### config.mk
export PLATFORM = sky130hd
export DESIGN_NAME = sra_ctrl
export DESIGN_NICKNAME = d
export VERILOG_FILES = /design/src/rtl/sra_ctrl.sv
export SDC_FILE = /design/constraint.sdc
export NUM_CORES = 1
export LEC_CHECK = 0
export BUFFER_PORTS_ARGS = -buffer_cell sky130_fd_sc_hd__buf_2
export CAP_MARGIN = 10
export CORE_AREA = 2 2 39 41
export DETAILED_ROUTE_END_ITERATION = 10
export DIE_AREA = 0 0 41 43
export PLACE_DENSITY_LB_ADDON = 0.2
export REMOVE_ABC_BUFFERS = 1
export SYNTH_ARGS = -nofsm -noshare
export SYNTH_HDL_FRONTEND = slang
export SYNTH_SLANG_ARGS = --single-unit
### constraint.sdc
create_clock -name clk -period 2.4 [get_ports clk]
set_clock_uncertainty 0.15 [all_clocks]
set_input_delay 0.48 -clock clk [delete_from_list [all_inputs] [get_ports clk]]
set_output_delay 0.48 -clock clk [all_outputs]
set_load 0.01 [all_outputs]
### src/rtl/sra_ctrl.sv
// Control unit for the 16-bit square-root-approximation datapath.
// It walks the datapath through one SRA = max(0.875*x + 0.5*y, x) evaluation.
module sra_ctrl #(
   parameter int CW = 21
) (
   input  logic          clk,
   input  logic          rst,
   input  logic          start,
   input  logic          r1_neg,
   input  logic          r2_neg,
   input  logic          r1_lt_r2,
   input  logic          au2_neg,
   output logic [CW-1:0] ctrl_word,
   output logic          busy,
   output logic          done
);

   localparam logic [1:0] AU1_PASSA = 2'b00;
   localparam logic [1:0] AU1_PASSB = 2'b01;
   localparam logic [1:0] AU1_NEGA  = 2'b10;
   localparam logic [1:0] AU1_NEGB  = 2'b11;
   localparam logic [1:0] AU2_ADD   = 2'b00;
   localparam logic [1:0] AU2_SUB   = 2'b01;
   localparam logic [1:0] AU2_PASSA = 2'b10;

   localparam int W_R5    = 20;
   localparam int W_R4    = 19;
   localparam int W_R3    = 18;
   localparam int W_R2    = 17;
   localparam int W_R1    = 16;
   localparam int S0_R1   = 15;
   localparam int S1_R1   = 14;
   localparam int S0_R2   = 13;
   localparam int S1_R2   = 12;
   localparam int S1_BAU1 = 10;
   localparam int S0_R5   = 9;
   localparam int S1_R5   = 8;
   localparam int S0_AAU2 = 7;
   localparam int S1_AAU2 = 6;
   localparam int O_EN    = 1;

   typedef enum logic [3:0] {
      S_IDLE, S_LOAD, S_ABS_A, S_ABS_B, S_SEL_X, S_SEL_Y,
      S_SH_X, S_SUB, S_ADD, S_CMP, S_MAX, S_OUT
   } state_t;

   state_t state, next_state;
   logic   lt_q;
   logic   x_gt_q;

   // Handshake: start is sampled only in IDLE (no queuing while busy); done
   // pulses for the single OUT cycle, while the datapath drives the result.
   always_ff @(posedge clk) begin
      if (rst) begin
         state  <= S_IDLE;
         lt_q   <= 1'b0;
         x_gt_q <= 1'b0;
      end else begin
         state <= next_state;
         if (state == S_SEL_X) lt_q   <= r1_lt_r2;
         if (state == S_CMP)   x_gt_q <= ~au2_neg;
      end
   end

   always_comb begin
      next_state = state;
      ctrl_word  = '0;
      busy       = (state != S_IDLE);
      done       = 1'b0;
      case (state)
         S_IDLE:  if (start) next_state = S_LOAD;
         S_LOAD: begin
            ctrl_word[S0_R1] = 1'b1;
            ctrl_word[S0_R2] = 1'b1;
            ctrl_word[W_R1]  = 1'b1;
            ctrl_word[W_R2]  = 1'b1;
            next_state       = S_ABS_A;
         end
         S_ABS_A: begin
            ctrl_word[3:2]   = AU1_NEGA;
            ctrl_word[S1_R1] = 1'b1;
            ctrl_word[W_R1]  = r1_neg;
            next_state       = S_ABS_B;
         end
         S_ABS_B: begin
            ctrl_word[S1_BAU1] = 1'b1;
            ctrl_word[3:2]     = AU1_NEGB;
            ctrl_word[S1_R2]   = 1'b1;
            ctrl_word[W_R2]    = r2_neg;
            next_state         = S_SEL_X;
         end
         S_SEL_X: begin
            ctrl_word[S1_BAU1] = 1'b1;
            ctrl_word[W_R4]    = 1'b1;
            ctrl_word[3:2]     = r1_lt_r2 ? AU1_PASSB : AU1_PASSA;
            next_state         = S_SEL_Y;
         end
         S_SEL_Y: begin
            ctrl_word[S1_BAU1] = 1'b1;
            ctrl_word[W_R3]    = 1'b1;
            ctrl_word[3:2]     = lt_q ? AU1_PASSA : AU1_PASSB;
            next_state         = S_SH_X;
         end
         S_SH_X: begin
            ctrl_word[S1_BAU1] = 1'b1;
            ctrl_word[S0_R5]   = 1'b1;
            ctrl_word[W_R5]    = 1'b1;
            ctrl_word[3:2]     = lt_q ? AU1_PASSB : AU1_PASSA;
            next_state         = S_SUB;
         end
         S_SUB: begin
            ctrl_word[S0_AAU2] = 1'b1;
            ctrl_word[5:4]     = AU2_SUB;
            ctrl_word[S1_R5]   = 1'b1;
            ctrl_word[W_R5]    = 1'b1;
            next_state         = S_ADD;
         end
         S_ADD: begin
            ctrl_word[S1_AAU2] = 1'b1;
            ctrl_word[5:4]     = AU2_ADD;
            ctrl_word[S1_R5]   = 1'b1;
            ctrl_word[W_R5]    = 1'b1;
            next_state         = S_CMP;
         end
         S_CMP: begin
            ctrl_word[S0_AAU2] = 1'b1;
            ctrl_word[5:4]     = AU2_SUB;
            next_state         = S_MAX;
         end
         S_MAX: begin
            ctrl_word[S0_AAU2] = 1'b1;
            ctrl_word[5:4]     = AU2_PASSA;
            ctrl_word[S1_R5]   = 1'b1;
            ctrl_word[W_R5]    = x_gt_q;
            next_state         = S_OUT;
         end
         S_OUT: begin
            ctrl_word[O_EN] = 1'b1;
            done            = 1'b1;
            next_state      = S_IDLE;
         end
         default: next_state = S_IDLE;
      endcase
   end

endmodule
==> out/metrics.json, run 1 <==
{
  "power_and_ir_drop": {
    "fin_total_pwr_w": 0.000311,
    "seq_power_share_pct": 41.8,
    "power.combinational.fraction_pct": 28.6,
    "power.static_leakage_nw": 0.347,
    "power.ir.vdd_worst_v": 0.000187,
    "power_frac_clock_pct": 29.7,
    "p_per_area_mw_per_mm2": 492,
    "power.share.switching_pct": 33.3,
    "netSwitchingPower_w": 0.000104,
    "internal_power_w": 0.000208
  },
  "yosys": {
    "yosys_warnings": 0,
    "post-synth-top-area-fraction_pct": 23.2,
    "post_synth_instance_area_sq_um": 517,
    "synth.yosys.seq_area_share_pct": 23.2,
    "syn_area_per_cell_sq_um": 8.20,
    "synth_cell_types": 34,
    "ys_ff_latch": 6,
    "yosys-top-cells-area": "sky130_fd_sc_hd__dfxtp_1, sky130_fd_sc_hd__buf_4, sky130_fd_sc_hd__nor2_1",
    "synthCells": 63,
    "synth.largest_area_cell": "sky130_fd_sc_hd__dfxtp_1"
  },
  "cells_and_area": {
    "syn2layout_area_growth_pct": 22.5,
    "layout.cells.most_common_list": "sky130_fd_sc_hd__buf_2, sky130_fd_sc_hd__nor2_1, sky130_fd_sc_hd__dfxtp_1",
    "final_cells": 102,
    "drive_above_1_share_pct": 50.0,
    "fin_area_sq_um": 633,
    "fillerInstances": 144,
    "fin_util_pct": 45.8,
    "layout_commonest_cell": "sky130_fd_sc_hd__buf_2",
    "antenna_cells": 0,
    "num-nets-final": 95
  },
  "hold_path": {
    "cell_count_of_the_worst_hold_path": 2,
    "min_path_type": "input port to flop",
    "worst_hold_path.endpoint": "x_gt_q",
    "hold_path.startpoint": "au2_neg"
  },
  "setup_path": {
    "crit_path_start_kind": "flop",
    "cp-end-kind": "output port",
    "reg2reg_depth": 4,
    "timing.critical_path.arrival_ns": 1.59,
    "crit-reg2reg-capture": "lt_q",
    "reg2reg_from": "state[3]",
    "worstSetupPathType": "flop to output port",
    "slowest_delay_ns": 0.65,
    "timing.critical_path.cells": "nand2_4, or3_4, o21ai_1, buf_2",
    "reg2reg_setup_slack_ns": 0.86,
    "cp_data_required_time_ns": 1.77,
    "crit_path_max_fanout": 14,
    "crit_slowest_cell": "sky130_fd_sc_hd__dfxtp_1"
  },
  "grt": {
    "grt_usage_pct": 13.6,
    "grt_pass1_vias": 405,
    "initial_antenna_violation_count": 0,
    "grt_pass1_wl_um": 1610,
    "pin_count_of_the_biggest_net_entering_global_routing": 17,
    "grt.overflow.total": 0
  },
  "placement": {
    "globalplace.congestion": 0.710,
    "placedInstanceArea_sq_um": 608,
    "dp_hpwl_um": 805,
    "placedCellCount": 99,
    "io_buffers": 27
  },
  "cts": {
    "post_cts_setup_buffers": 0,
    "htree_num_levels": 1,
    "path_clk_slew_ns": 0.05,
    "tritoncts": "done",
    "cts_root_buf": "sky130_fd_sc_hd__clkbuf_4",
    "cts_buffers": 3,
    "cts.sink_count": 6,
    "insertion_delay_ns": 0.24,
    "postCtsHoldBufs": 0,
    "cts_repair_resize_count": 0,
    "cts_buffer_depth": 2
  },
  "drt": {
    "drt_iter0_drc": 11,
    "routedLengthMet1_um": 535,
    "met2RoutedLength_um": 519,
    "drcViolationCount": 0,
    "routedWlPerCell_um": 11.3,
    "dr.pass1.iters": 4,
    "final_antenna_net_count": 0,
    "routed-via-count": 509,
    "postRouteWirelength_um": 1150,
    "wl_met3_um": 87,
    "vias_per_cell": 4.99,
    "top_layer_used": "met4"
  },
  "floorplanning": {
    "ios": 30,
    "placeableCoreArea_sq_mm": 0.00138,
    "die-area_sq_mm": 0.00176,
    "initial_core_utilization_pct": 37.3,
    "num_rows": 14,
    "die_w_um": 41,
    "die_height_um": 43
  },
  "timing": {
    "report.final.slew_viol_count": 0,
    "number_of_hold_slack_violations_in_the_final_timing_report": 0,
    "setup_repair_after_global_routing_missed_its_margin": "no",
    "timing_worst_slew_pin_value_ns": 0.530,
    "finalSetupViolCount": 0,
    "timing.max_slew.rel_slack_pct": 64.6,
    "highest_attainable_clock_frequency_mhz": 451,
    "final_min_period_over_clock_period_pct": 92.4,
    "setup_total_negative_slack_ns": 0,
    "fin_crit_ns": 2.22
  },
  "flow_run": {
    "drv_cap": 0
  },
  "status": {
    "status": "finished, final reports clean"
  }
}
power groups by stage:
stage | clock [W] | sequential (W) | combinational (W)
after floorplan | 0 | 0.000125 | 0.0000585
after global placement | 0 | 0.000130 | 0.0000893
after detailed placement | 0 | 0.000130 | 0.0000898
after CTS | 0.0000976 | 0.000129 | 0.0000899
after global routing | 0.000101 | 0.000132 | 0.000100
final | 0.0000924 | 0.000130 | 0.0000889
worst max-delay path, delay by kind of cell (launching register included):
kind	cells	cell delay [ns]
flops	1	0.65
compound gates	1	0.09
simple gates	2	0.46
buf+inv	1	0.14
routing by layer:
layer	track usage (%)	vias up
met5	0	-
met4	10.0	0
met3	1.57	2
met2	19.4	20
met1	17.7	227
li1	-	260
flip-flops by register name (all words and copies together) (netlist names):
register / cells
state: 4
lt_q: 1
x_gt_q: 1
metrics by stage:
stage               worst slack (ns)  hold slack (ns)
global placement               0.377            0.341
finish                         0.183            0.268
floorplan                      0.392            0.323
CTS                           0.0721            0.259
detailed placement             0.356            0.350
global route                  0.0643            0.271
cells in the mapped netlist:
master and n:
sky130_fd_sc_hd__clkbuf_1 1, sky130_fd_sc_hd__nor4b_1 1, sky130_fd_sc_hd__a21oi_2 1, sky130_fd_sc_hd__and4bb_1 1
sky130_fd_sc_hd__nand2b_1 2, sky130_fd_sc_hd__nand2_4 1, sky130_fd_sc_hd__nor3_1 3, sky130_fd_sc_hd__nor3b_2 1
sky130_fd_sc_hd__a311oi_1 1, sky130_fd_sc_hd__o21ai_0 1, sky130_fd_sc_hd__buf_6 3, sky130_fd_sc_hd__a211oi_1 1
sky130_fd_sc_hd__or4_1 1, sky130_fd_sc_hd__and2_4 2, sky130_fd_sc_hd__o22ai_1 1, sky130_fd_sc_hd__xor2_1 1
sky130_fd_sc_hd__o211ai_1 1, sky130_fd_sc_hd__conb_1 1, sky130_fd_sc_hd__nand2_1 3, sky130_fd_sc_hd__buf_4 5
sky130_fd_sc_hd__inv_2 2, sky130_fd_sc_hd__nor4b_2 1, sky130_fd_sc_hd__nor4_2 1, sky130_fd_sc_hd__or3_4 1
sky130_fd_sc_hd__mux2i_1 1, sky130_fd_sc_hd__nor3b_1 1, sky130_fd_sc_hd__a21oi_1 1, sky130_fd_sc_hd__o21a_1 1
sky130_fd_sc_hd__o21ai_1 1, sky130_fd_sc_hd__a21o_1 3, sky130_fd_sc_hd__nor4_1 1, sky130_fd_sc_hd__nor2_1 10
sky130_fd_sc_hd__dfxtp_1 6, sky130_fd_sc_hd__xnor2_1 1
cell families after synthesis:
group / Yosys count / share of synthesized area [%]
AND/OR/NAND/NOR: 30 / 38.5
other: 1 / 0.726
multiplexers: 1 / 1.94
AO/OA/AOI/OAI: 12 / 16.2
flip-flops: 6 / 23.2
XOR/XNOR: 2 / 3.39
buffers and inverters: 11 / 16.0
worst max-delay path by stage:
stage	slack, ns	depth (start not counted)	from	end
2_1_floorplan	0.39	3	state[0]	ctrl_word[16]
5_1_grt	0.06	4	state[2]	ctrl_word[7]
3_3_place_gp	0.38	4	state[1]	ctrl_word[17]
4_1_cts	0.07	4	state[1]	ctrl_word[17]
6_report	0.18	4	state[2]	ctrl_word[7]
3_5_place_dp	0.36	4	state[1]	ctrl_word[17]
layout make-up:
cell class / instances / area (sq um) / area share [%]
flip-flops and latches: 6 / 123 / 19.4
inverters: 2 / 7.51 / 1.19
repair buffers: 28 / 143 / 22.5
clock buffers: 3 / 22.5 / 3.56
multi-input cells: 47 / 318 / 50.2
well taps: 16 / 20.0 / 3.16
No activity file was read; power rests on OpenSTA's default activity.
==> run 2, diff against run 1 <==
--- a/config.mk
+++ b/config.mk
@@ -5,13 +5,14 @@
 export SDC_FILE = /design/constraint.sdc
 export NUM_CORES = 1
 export LEC_CHECK = 0
-export BUFFER_PORTS_ARGS = -buffer_cell sky130_fd_sc_hd__buf_2
 export CAP_MARGIN = 10
 export CORE_AREA = 2 2 39 41
 export DETAILED_ROUTE_END_ITERATION = 10
 export DIE_AREA = 0 0 41 43
+export DONT_BUFFER_PORTS = 1
 export PLACE_DENSITY_LB_ADDON = 0.2
 export REMOVE_ABC_BUFFERS = 1
+export SKIP_LAST_GASP = 1
 export SYNTH_ARGS = -nofsm -noshare
 export SYNTH_HDL_FRONTEND = slang
 export SYNTH_SLANG_ARGS = --single-unit
==> run 2 against run 1 <==
Compared with the run above: setup slack better by 0.033 ns; non-clock buffer count is 25 lower; sequential cell count stayed put; global-route usage is 0.60 points lower; critical path type unchanged; via count is 16% lower; highest routed layer unchanged; combinational power is 14% lower; largest cell class unchanged; sequential share of layout area is 4.2 points higher; power is 5.5% lower; critical path depth is 1 lower; final area is 19% lower; die area stayed put.
==> out/metrics.json, run 2 (same netlist as run 1, synthesis figures left out) <==
{
  "status": {
    "status": "finished, final reports clean"
  },
  "cells_and_area": {
    "antenna_cells": 0,
    "largest_register_ffs": 4,
    "fin_util_pct": 36.9,
    "syn2layout_area_growth_pct": -1.21,
    "drive_above_1_share_pct": 26.2,
    "final_cells": 77,
    "layout_commonest_cell": "sky130_fd_sc_hd__nor2_1",
    "largest_register": "state",
    "num-nets-final": 70,
    "layout.cells.most_common_list": "sky130_fd_sc_hd__nor2_1, sky130_fd_sc_hd__dfxtp_1",
    "biggestRegsByFlops": "state x4, lt_q x1, x_gt_q x1"
  },
  "timing": {
    "timing_worst_slew_pin_value_ns": 0.583,
    "setup_total_negative_slack_ns": 0,
    "number_of_hold_slack_violations_in_the_final_timing_report": 0,
    "report.final.slew_viol_count": 0,
    "highest_attainable_clock_frequency_mhz": 458,
    "setup_ws_ns": 0.216,
    "timing.max_slew.rel_slack_pct": 60.6,
    "fin_crit_ns": 2.18,
    "final_min_period_over_clock_period_pct": 91.0,
    "setup_repair_after_global_routing_missed_its_margin": "no",
    "finalSetupViolCount": 0
  },
  "cts": {
    "cts_buffers": 3,
    "postCtsHoldBufs": 0,
    "post_cts_setup_buffers": 0,
    "cts_buffer_depth": 2,
    "path_clk_slew_ns": 0.05,
    "htree_num_levels": 1,
    "insertion_delay_ns": 0.25,
    "cts_repair_resize_count": 0,
    "cts_root_buf": "sky130_fd_sc_hd__clkbuf_4",
    "cts.sink_count": 6,
    "tritoncts": "done"
  },
  "placement": {
    "io_buffers": 0,
    "placedCellCount": 74,
    "globalplace.congestion": 0.734,
    "dp_worst_setup_slack_ns": 0.458,
    "dp_hpwl_um": 805
  },
  "power_and_ir_drop": {
    "netSwitchingPower_w": 0.000100,
    "power.share.switching_pct": 34.0,
    "seq_power_share_pct": 41.5,
    "internal_power_w": 0.000194,
    "power_frac_clock_pct": 32.5,
    "p_per_area_mw_per_mm2": 576,
    "power.static_leakage_nw": 0.221,
    "power.combinational.fraction_pct": 26.0,
    "power.ir.vdd_worst_v": 0.000255
  },
  "hold_path": {
    "hold_path.startpoint": "rst",
    "min_path_type": "input port to flop"
  },
  "setup_path": {
    "cp-startpoint": "state[1]",
    "crit_path_start_kind": "flop",
    "worstSetupPathType": "flop to output port",
    "reg2reg_from": "state[2]",
    "timing.critical_path.arrival_ns": 1.55,
    "cp_data_required_time_ns": 1.77,
    "cp-end-kind": "output port",
    "crit_path_max_fanout": 10
  },
  "drt": {
    "vias_per_cell": 5.58,
    "dr.pass1.iters": 3,
    "drcViolationCount": 0,
    "final_antenna_net_count": 0,
    "routed-via-count": 430,
    "postRouteWirelength_um": 1070,
    "routedWlPerCell_um": 13.9,
    "drt_iter0_drc": 1
  },
  "floorplanning": {
    "initial_core_utilization_pct": 37.3,
    "die-area_sq_mm": 0.00176,
    "num_rows": 14,
    "die_height_um": 43,
    "ios": 30,
    "die_w_um": 41,
    "placeableCoreArea_sq_mm": 0.00138
  },
  "grt": {
    "initial_antenna_violation_count": 0,
    "pin_count_of_the_biggest_net_entering_global_routing": 15,
    "grt.overflow.total": 0,
    "grt_pass1_vias": 331,
    "grt_pass1_wl_um": 1470,
    "grt_usage_pct": 13.0
  },
  "flow_run": {
    "drv_cap": 0
  }
}
run 2: changes by cell type in the layout (fill, tap and decap cells not counted), sizes merged:
cell	delta
buf	-25
run 2: per-stage QoR:
stage	power, W	hold slack, ns	instance area, sq um
2_1_floorplan	0.000183	0.323	445
3_3_place_gp	0.000201	0.332	488
3_5_place_dp	0.000202	0.338	488
4_1_cts	0.000298	0.131	510
5_1_grt	0.000316	0.123	510
6_report	0.000294	0.136	510
run 2: cell type report:
| cell class | instances | area, sq um |
|---|---|---|
| Sequential cell | 6 | 120 |
| Tap cell | 16 | 20.0 |
| Multi-Input combinational cell | 47 | 318 |
| Clock buffer | 3 | 22.5 |
| Inverter | 2 | 7.51 |
| Timing Repair Buffer | 3 | 22.5 |
| Fill cell | 165 | 873 |
run 2: layer usage:
| metal | GRT usage (%) | up-vias | wire [um] |
|---|---|---|---|
| li1 | - | 212 | - |
| met5 | 0 | - | 0 |
| met4 | 12.0 | 0 | 23 |
| met1 | 15.5 | 193 | 445 |
| met2 | 16.9 | 21 | 481 |
| met3 | 4.71 | 4 | 118 |
run 2: critical path: stages, from the launching register on:
cell,delay [ns]
sky130_fd_sc_hd__dfxtp_1,0.49
sky130_fd_sc_hd__buf_4,0.24
sky130_fd_sc_hd__a21oi_1,0.10
sky130_fd_sc_hd__a311oi_1,0.48
run 2: power by group through the flow:
stage / combinational [W] / clock, W / sequential [W]
after floorplan: 0.0000585 / 0 / 0.000125
after global placement: 0.0000768 / 0 / 0.000124
after detailed placement: 0.0000774 / 0 / 0.000124
after CTS: 0.0000776 / 0.0000985 / 0.000122
after global routing: 0.0000854 / 0.000107 / 0.000124
final: 0.0000764 / 0.0000956 / 0.000122
run 2: final timing paths:
| kind | to | slack [ns] | cells past startpoint |
|---|---|---|---|
| worst max register to register | lt_q | 0.69 | 3 |
| worst min register to register | x_gt_q | 0.34 | 2 |
| worst max-delay path | ctrl_word[2] | 0.22 | 3 |
| worst min-delay path | state[3] | 0.14 | 1 |
